### config.mk
export PLATFORM = sky130hd
export DESIGN_NAME = hazard_ctrl
export DESIGN_NICKNAME = d
export VERILOG_FILES = /design/src/rtl/core_pkg.sv /design/src/rtl/loaduse_detect.sv /design/src/rtl/hazard_ctrl.sv
export SDC_FILE = /design/constraint.sdc
export NUM_CORES = 1
export LEC_CHECK = 0
export BUFFER_PORTS_ARGS = -buffer_cell sky130_fd_sc_hd__buf_2
export CAP_MARGIN = 5
export CORE_MARGIN = 10
export CORE_UTILIZATION = 38
export CTS_BUF_LIST = sky130_fd_sc_hd__clkbuf_16
export DETAILED_ROUTE_END_ITERATION = 7
export PLACE_DENSITY = 0.79
export SYNTH_ARGS = -nofsm -noshare
export SYNTH_HDL_FRONTEND = slang
export SYNTH_SLANG_ARGS = --single-unit
### constraint.sdc
create_clock -name clk -period 1.08 [get_ports clk]
set_input_delay 0.054 -clock clk [delete_from_list [all_inputs] [get_ports clk]]
set_output_delay 0.054 -clock clk [all_outputs]
set_load 0.1 [all_outputs]
### src/rtl/core_pkg.sv
`default_nettype none
// ============================================================================
//  Module      : core_pkg
//  Description : Shared types and constants for the 5-stage core pipeline
//                control logic (hazard controller and its helpers).
//  Revision    : 1.0 - initial release
// ============================================================================
package core_pkg;

  localparam int          REG_ADDR_W = 5;
  localparam logic [31:0] NOP_INSTR  = 32'h0000_0013;

  // Sequencing states of the hazard controller
  typedef enum logic [1:0] {
    RUN      = 2'd0,
    FLUSH    = 2'd1,
    MEM_WAIT = 2'd2,
    MEM_ACK  = 2'd3
  } ctrl_state_e;

  // Width of a down-counter that must hold values 0..v; never narrower than 1
  function automatic int cnt_w(input int v);
    cnt_w = (v < 1) ? 1 : $clog2(v + 1);
  endfunction

endpackage
`default_nettype wire

### src/rtl/loaduse_detect.sv
`default_nettype none
// ============================================================================
//  Module      : loaduse_detect
//  Description : Combinational load-use dependency check between the load in
//                EX and the source operands of the instruction in ID.
//                A load to x0 never creates a dependency.
//  Revision    : 1.0 - initial release
// ============================================================================
module loaduse_detect
  import core_pkg::*;
(
  input  logic [REG_ADDR_W-1:0] id_rs1,
  input  logic [REG_ADDR_W-1:0] id_rs2,
  input  logic                  id_use_rs1,
  input  logic                  id_use_rs2,
  input  logic [REG_ADDR_W-1:0] ex_rd,
  input  logic                  ex_mem_read,
  output logic                  hazard
);

  // Flag ID operands that need the value still being loaded in EX
  always_comb begin
    hazard = ex_mem_read && (ex_rd != '0) &&
             ((id_use_rs1 && (id_rs1 == ex_rd)) ||
              (id_use_rs2 && (id_rs2 == ex_rd)));
  end

endmodule
`default_nettype wire

### src/rtl/hazard_ctrl.sv
`default_nettype none
// ============================================================================
//  Module      : hazard_ctrl
//  Description : Pipeline sequencing controller. Produces fetch stall, IF/ID
//                flush, ID/EX bubble and EX/MEM freeze from load-use hazards,
//                taken branches resolved in EX and multi-cycle data-memory
//                accesses in MEM.
//                Optional macro HAZARD_CTRL_PERF_EN adds three saturating
//                32-bit performance counters as extra output ports.
//  Revision    : 1.0 - initial release
// ============================================================================
module hazard_ctrl
  import core_pkg::*;
#(
  parameter int MEM_LATENCY  = 2,
  parameter int FLUSH_CYCLES = 2
) (
  input  logic                  clk,
  input  logic                  rst,
  input  logic [REG_ADDR_W-1:0] id_rs1,
  input  logic [REG_ADDR_W-1:0] id_rs2,
  input  logic                  id_use_rs1,
  input  logic                  id_use_rs2,
  input  logic [REG_ADDR_W-1:0] ex_rd,
  input  logic                  ex_mem_read,
  input  logic                  ex_take_branch,
  input  logic                  mem_req,
  output logic                  stall,
  output logic                  if_id_flush,
  output logic                  id_ex_bubble,
  output logic                  ex_mem_stall,
  output logic                  mem_done
`ifdef HAZARD_CTRL_PERF_EN
  ,
  output logic [31:0]           perf_stall_cycles,
  output logic [31:0]           perf_flushes,
  output logic [31:0]           perf_loaduse
`endif
);

  localparam int FLUSH_W = cnt_w(FLUSH_CYCLES);
  localparam int WAIT_W  = cnt_w(MEM_LATENCY);
  localparam bit MEM_EN  = (MEM_LATENCY > 0);

  localparam logic [FLUSH_W-1:0] FLUSH_INIT = FLUSH_W'((FLUSH_CYCLES > 1) ? FLUSH_CYCLES - 1 : 0);
  localparam logic [WAIT_W-1:0]  WAIT_INIT  = WAIT_W'((MEM_LATENCY > 1) ? MEM_LATENCY - 1 : 0);

  ctrl_state_e        state_q, state_d;
  logic [FLUSH_W-1:0] flush_cnt_q, flush_cnt_d;
  logic [WAIT_W-1:0]  wait_cnt_q, wait_cnt_d;

  logic lu_hazard;
  logic eval_run;      // branch / load-use evaluated this cycle as in RUN
  logic br_accept;     // a taken branch is acted on this cycle
  logic lu_accept;     // a load-use bubble is inserted this cycle

  loaduse_detect u_loaduse_detect (
    .id_rs1      (id_rs1),
    .id_rs2      (id_rs2),
    .id_use_rs1  (id_use_rs1),
    .id_use_rs2  (id_use_rs2),
    .ex_rd       (ex_rd),
    .ex_mem_read (ex_mem_read),
    .hazard      (lu_hazard)
  );

  // Next-state and combinational outputs; a memory freeze pre-empts everything,
  // and a flush count interrupted by a freeze is kept and resumed after the ack.
  always_comb begin
    state_d      = state_q;
    flush_cnt_d  = flush_cnt_q;
    wait_cnt_d   = wait_cnt_q;
    stall        = 1'b0;
    if_id_flush  = 1'b0;
    id_ex_bubble = 1'b0;
    ex_mem_stall = 1'b0;
    mem_done     = 1'b0;
    eval_run     = 1'b0;
    br_accept    = 1'b0;
    lu_accept    = 1'b0;

    case (state_q)
      RUN, FLUSH: begin
        if (MEM_EN && mem_req) begin
          stall        = 1'b1;
          ex_mem_stall = 1'b1;
          if (WAIT_INIT == '0) begin
            state_d = MEM_ACK;
          end else begin
            state_d    = MEM_WAIT;
            wait_cnt_d = WAIT_INIT;
          end
        end else if (state_q == FLUSH) begin
          // ID holds a squashed instruction and EX is bubbled: only flush here
          if_id_flush = 1'b1;
          flush_cnt_d = flush_cnt_q - 1'b1;
          if (flush_cnt_q == FLUSH_W'(1)) begin
            state_d = RUN;
          end
        end else begin
          eval_run = 1'b1;
        end
      end
      MEM_WAIT: begin
        stall        = 1'b1;
        ex_mem_stall = 1'b1;
        if (wait_cnt_q <= WAIT_W'(1)) begin
          state_d    = MEM_ACK;
          wait_cnt_d = '0;
        end else begin
          wait_cnt_d = wait_cnt_q - 1'b1;
        end
      end
      MEM_ACK: begin
        mem_done = 1'b1;
        eval_run = 1'b1;
        state_d  = (flush_cnt_q != '0) ? FLUSH : RUN;
      end
      default: begin
        state_d     = RUN;
        flush_cnt_d = '0;
        wait_cnt_d  = '0;
      end
    endcase

    if (eval_run) begin
      if (ex_take_branch) begin
        if_id_flush  = 1'b1;
        id_ex_bubble = 1'b1;
        br_accept    = 1'b1;
        if (FLUSH_CYCLES > 1) begin
          state_d     = FLUSH;
          flush_cnt_d = FLUSH_INIT;
        end
      end else if (lu_hazard) begin
        stall        = 1'b1;
        id_ex_bubble = 1'b1;
        lu_accept    = 1'b1;
      end
    end

    // Without wait states the access completes in the request cycle
    if (!MEM_EN) begin
      mem_done = mem_req;
    end

    if (rst) begin
      stall        = 1'b0;
      if_id_flush  = 1'b0;
      id_ex_bubble = 1'b0;
      ex_mem_stall = 1'b0;
      mem_done     = 1'b0;
      br_accept    = 1'b0;
      lu_accept    = 1'b0;
    end
  end

  // State and counter registers; reset abandons any wait or flush in progress
  always_ff @(posedge clk) begin
    if (rst) begin
      state_q     <= RUN;
      flush_cnt_q <= '0;
      wait_cnt_q  <= '0;
    end else begin
      state_q     <= state_d;
      flush_cnt_q <= flush_cnt_d;
      wait_cnt_q  <= wait_cnt_d;
    end
  end

`ifdef HAZARD_CTRL_PERF_EN
  logic [31:0] perf_stall_q, perf_stall_d;
  logic [31:0] perf_flush_q, perf_flush_d;
  logic [31:0] perf_lu_q,    perf_lu_d;

  // Saturating event counters
  always_comb begin
    perf_stall_d = perf_stall_q;
    perf_flush_d = perf_flush_q;
    perf_lu_d    = perf_lu_q;
    if (stall && (perf_stall_q != '1)) perf_stall_d = perf_stall_q + 32'd1;
    if (br_accept && (perf_flush_q != '1)) perf_flush_d = perf_flush_q + 32'd1;
    if (lu_accept && (perf_lu_q != '1)) perf_lu_d = perf_lu_q + 32'd1;
  end

  // Counter registers, cleared by reset
  always_ff @(posedge clk) begin
    if (rst) begin
      perf_stall_q <= '0;
      perf_flush_q <= '0;
      perf_lu_q    <= '0;
    end else begin
      perf_stall_q <= perf_stall_d;
      perf_flush_q <= perf_flush_d;
      perf_lu_q    <= perf_lu_d;
    end
  end

  assign perf_stall_cycles = perf_stall_q;
  assign perf_flushes      = perf_flush_q;
  assign perf_loaduse      = perf_lu_q;
`endif

endmodule
`default_nettype wire

==> flow_summary.ini, run 1 <==
[status]
outcome = complete, but fails checks
violations = negative setup slack

[pwr]
p_per_area_nw_per_um2 = 1320
finalPower_uw = 1470
ir_worst_vdd_v = 0.000896
p_leak_uw = 0.000498

[synthesis]
synth_top_area_share = 0.235
synth_top_cell_by_area = dfxtp_1
synth-edff-count = 0
synth.distinct_cells = 31
synth_fa_ha_area_frac = 0.0490
synth-seq-cells = 6
synth_area_per_cell_um2 = 8.23
synth_top_family_by_area = simple AND/OR/NAND/NOR gates
async_flop_share = 0
synth.area.mux_share = 0
synthCells = 62
synth_area_um2 = 510
synth_area_leaders = dfxtp_1, xor2_1, ha_1
synth.most_common_cell = xor2_1
yosys.area_share.simple = 0.240
synth_xor_area_frac = 0.172
synth-compound-area-share = 0.238
synth_warnings = 0
ys_top_cells_by_count = xor2_1, dfxtp_1, inv_1, nand2_1
yosysSeqAreaShare = 0.235
synth_nets = 86
synth_top_flop_cell = dfxtp_1

[die]
ios = 27
core_um2 = 1280
initial_core_util = 0.397
die_w_um = 56.7
die-area_um2 = 3210
die_h_um = 56.7
rows = 13

[clock_tree]
insertion_delay_ns = 0.23
clock-sinks = 6
path_clk_slew_ns = 0.04
cts_tree = done
root_buffer = clkbuf_16
cts_max_level = 1
cts_buffers = 3
cts_buffer_depth = 2

[layout]
syn2layout_area_growth_pct = 117
post-route-util = 0.864
n_antenna_cell = 0
postLayoutCellArea_um2 = 1110
stdcell_count = 123
drive_gt1_frac = 0.676
nets = 134

[placed_design]
dp_cells = 115
port-buffer-count = 26
dpl.hpwl_um = 1410
place_congestion = 0.761
place_area_um2 = 871

[sta]
setup_ws_ns = -0.545
max-slew-margin-rel = 0.772
rsz0062_at_grt = yes
fin_crit_ns = 1.63
skew_ns = 0.000905
slew_violations = 0
fin_crit_sh = 1.50
timing.fmax_ghz = 0.615
finalSetupViolations = 10
worstMarginPinSlew_ns = 0.343
hold_viol = 0

[global_route]
gr-total-overflow = 0
grt_max_degree = 7
antenna_found_initial = 0
grt_pass1_wl_um = 3810
globalRouteTotalUtil = 0.152
grt_pass1_vias = 792

[hold_path]
min_path_type = primary input to flip-flop
worstHoldStart = rst

[worst_setup_path]
cp_max_fo = 2
startpoint = state_q[0]
worst_ep_required_time_ns = 1.03
criticalPathCategory = flip-flop to output pin
cp.arrival_ns = 1.57
r2r-start = state_q[1]
cp-start-kind = flip-flop
end_kind = output pin

[route]
post_drt_via_cell_ratio = 5.56
drtIter0Drc = 24
drt_pass1_iterations = 4
drcViolationCount = 0
wl_per_cell_um = 20.5
vias = 684
wirelength_um = 2520
ant_nets = 0

[run]
drv_cap = 0
## flip-flops by register name, indices dropped and copies added (netlist names)
register     cells
state_q          2
flush_cnt_q      2
wait_cnt_q       2
## final timing paths
path | end | slack (ns) | depth (start not counted)
worst max-delay path | id_ex_bubble | -0.55 | 5
worst min-delay path | wait_cnt_q[0] | 0.12 | 2
worst max register to register | flush_cnt_q[1] | -0.26 | 7
worst min register to register | wait_cnt_q[1] | 0.47 | 1
## logic make-up after synthesis
group                      Yosys count
xor gates and xnor gates            10
buffers and inverters                7
AOI/OAI and AO/OA                   16
and+or+nand+nor                     21
DFF                                  6
adders and majority gates            2
## cell usage in the layout, fill, tap and decap left out, types with 2 or more instances in the layout
cell type,Yosys,routed
dfxtp_1,6,5
clkbuf_16,0,3
xor2_1,8,8
inv_1,5,5
buf_2,0,21
nand2b_4,1,2
nor4_2,1,2
xnor2_1,2,2
o21ai_1,1,2
a211oi_2,0,2
nor2_1,4,2
buf_6,1,8
buf_12,0,5
nand2_2,0,3
buf_4,0,11
ha_1,2,2
a21oi_1,4,2
## cell type report
class	instances	area, µm²
Multi-Input combinational cell	49	495
Fill cell	69	175
Sequential cell	6	124
Timing Repair Buffer	45	378
Tap cell	15	18.8
Inverter	5	18.8
Clock buffer	3	75.1
## timing repair
action,CTS,global route
hold buffers,0,0
setup buffers,6,3
pin swaps,14,4
resized for setup,24,8
setup endpoints to repair,10,10
## through the flow
| step | setup WS [ns] | TNS [ns] | hold slack (ns) |
|---|---|---|---|
| 2_1_floorplan | -0.890 | -2.12 | 0.149 |
| 3_3_place_gp | -0.386 | -1.19 | 0.351 |
| 3_5_place_dp | -0.445 | -1.42 | 0.357 |
| 4_1_cts | -0.506 | -2.10 | 0.121 |
| 5_1_grt | -0.571 | -3.06 | 0.141 |
| 6_report | -0.545 | -2.68 | 0.121 |
## routing by layer
metal,vias up,global-route usage,share of wire
met5,-,0,0
met1,321,0.129,0.35
met2,38,0.284,0.52
met4,0,0.107,0.059
met3,10,0.0539,0.069
li1,315,-,-
## power breakdown
group	internal, µW	switching (µW)
clock	476	134
sequential	242	18.7
combinational	269	327
## critical path, stage by stage (launching register included)
cell     delay (ns)
dfxtp_1        0.32
or3_1          0.38
nand2_2        0.10
nand2_2        0.08
o31ai_4        0.24
buf_12         0.21
Note: power is estimated with default switching activity, not from simulation.
==> inputs of run 2 (changes only) <==
- CORE_AREA: unset -> 10 10 47 49
- CORE_MARGIN: 10 -> unset
- CORE_UTILIZATION: 38 -> unset
- DIE_AREA: unset -> 0 0 57 59
- PLACE_DENSITY: 0.79 -> 0.77
- REMOVE_ABC_BUFFERS: unset -> 1
- clock period: 1.08 -> 1.52 ns (I/O delays scaled with it)
==> run 2 against run 1 <==
  * The run still ends with negative setup slack left
  * Clock skew is 0.0017 ns higher
  * Utilization shrank 24 points
  * Clock power shrank 30%
  * Final cell count fell by 8.9%
  * Largest power group unchanged
==> flow_summary.ini, run 2 (synthesis gave the netlist of run 1 again) <==
[layout]
nets = 122
n_antenna_cell = 0
layout_commonest_cell = buf_2
syn2layout_area_growth_pct = 71.6
postLayoutCellArea_um2 = 876
layout_common_cells = buf_2, xor2_1, buf_4
reg.largest.list = flush_cnt_q: 2 flops, state_q: 2 flops, wait_cnt_q: 2 flops
drive_gt1_frac = 0.469
final.fill_count = 134

[route]
post_drt_via_cell_ratio = 5.18
drtIter0Drc = 7
ant_nets = 0
wirelength_um = 1630
wl_per_cell_um = 14.6
drcViolationCount = 0
vias = 580
drt_pass1_iterations = 4

[die]
die-area_um2 = 3360
ios = 27
die_w_um = 57
rows = 14
die_h_um = 59
initial_core_util = 0.364
core_um2 = 1400

[sta]
finalSetupViolations = 2
slew_violations = 0
timing.fmax_ghz = 0.596
rsz0062_at_grt = yes
max-slew-margin-rel = 0.731
fin_crit_sh = 1.10
fin_crit_ns = 1.68
skew_ns = 0.00265
hold_viol = 0
worstMarginPinSlew_ns = 0.403
setup_ws_ns = -0.157
finalSetupTns_ns = -0.194

[worst_setup_path]
cp_max_fo = 7
cp.arrival_ns = 1.60
r2r-start = state_q[1]
criticalPathCategory = flip-flop to output pin
end_kind = output pin
worst_ep_required_time_ns = 1.44
cp-start-kind = flip-flop
startpoint = state_q[1]

[global_route]
globalRouteTotalUtil = 0.101
grt_pass1_wl_um = 2800
antenna_found_initial = 0
grt_pass1_vias = 664
gr-total-overflow = 0
grt_max_degree = 10

[clock_tree]
cts_tree = done
path_clk_slew_ns = 0.03
cts_max_level = 1
clock-sinks = 6
cts_buffer_depth = 2
insertion_delay_ns = 0.23
hold_buffers = 0
root_buffer = clkbuf_16
cts_buffers = 3

[hold_path]
min_path_type = primary input to flip-flop
worstHoldStart = ex_take_branch

[placed_design]
place_congestion = 0.819
dpl.hpwl_um = 1340
place_area_um2 = 773
dp_slack_ns = -0.0421
port-buffer-count = 26

[run]
drv_cap = 0

[pwr]
finalPower_uw = 918
ir_worst_vdd_v = 0.000441
p_per_area_nw_per_um2 = 1050
p_leak_uw = 0.000396

[status]
outcome = complete, but fails checks
violations = negative setup slack
[run 2: cell types whose count changed in the layout (fill, tap and decap cells not counted), moves of 2 or more]
cell | previous run | this run
a211oi_1 | 1 | 3
a211oi_2 | 2 | 0
buf_4 | 11 | 7
buf_6 | 8 | 0
nand2_1 | 1 | 4
nand2_2 | 3 | 1
nor2_1 | 2 | 4
[run 2: repair_timing]
item,in CTS,in global routing
cloned,0,0
endpoints found under the setup margin,3,4
pin swaps,4,0
gates resized for setup,6,1
buffers inserted,0,0
[run 2: worst paths after layout]
path                            depth (start not counted)  slack, ns        endpoint
worst min-delay path                                    2       0.13  flush_cnt_q[1]
worst max register to register                          5       0.32  flush_cnt_q[0]
worst max-delay path                                    7      -0.16    id_ex_bubble
worst min register to register                          1       0.46   wait_cnt_q[1]
[run 2: critical path, cell delays in order (launching register included)]
cell and delay, ns:
dfxtp_2 0.34, or3_1 0.36, nand2_2 0.08, buf_4 0.11
nand3_1 0.09, o31ai_2 0.07, buf_4 0.15, buf_12 0.16
[run 2: layout make-up]
cell class                      instances  area [µm²]  area share
Clock buffer                            3        75.1      0.0857
Tap cell                               16        20.0      0.0229
Timing Repair Buffer                   33         258       0.294
Inverter                                5        18.8      0.0214
Multi-Input combinational cell         49         383       0.437
Sequential cell                         6         121       0.139
[run 2: metal layers]
layer  track usage  up-vias  share of wire
li1              -      289              -
met1         0.106      259           0.44
met2         0.177       27           0.48
met3        0.0386        5          0.066
met4        0.0403        0          0.015
met5             0        -              0
[run 2: where the power goes]
part,internal (µW),total (µW),switching [µW]
combinational,134,305,171
sequential,172,184,11.9
clock,338,429,90.7
total,644,918,274
[run 2: stage by stage]
stage	hold WS (ns)	utilization	cells
4_1_cts	0.125	0.623	112
2_1_floorplan	0.145	-	60
3_3_place_gp	0.346	0.552	109
6_report	0.132	0.625	112
5_1_grt	0.147	0.625	112
3_5_place_dp	0.360	0.552	109
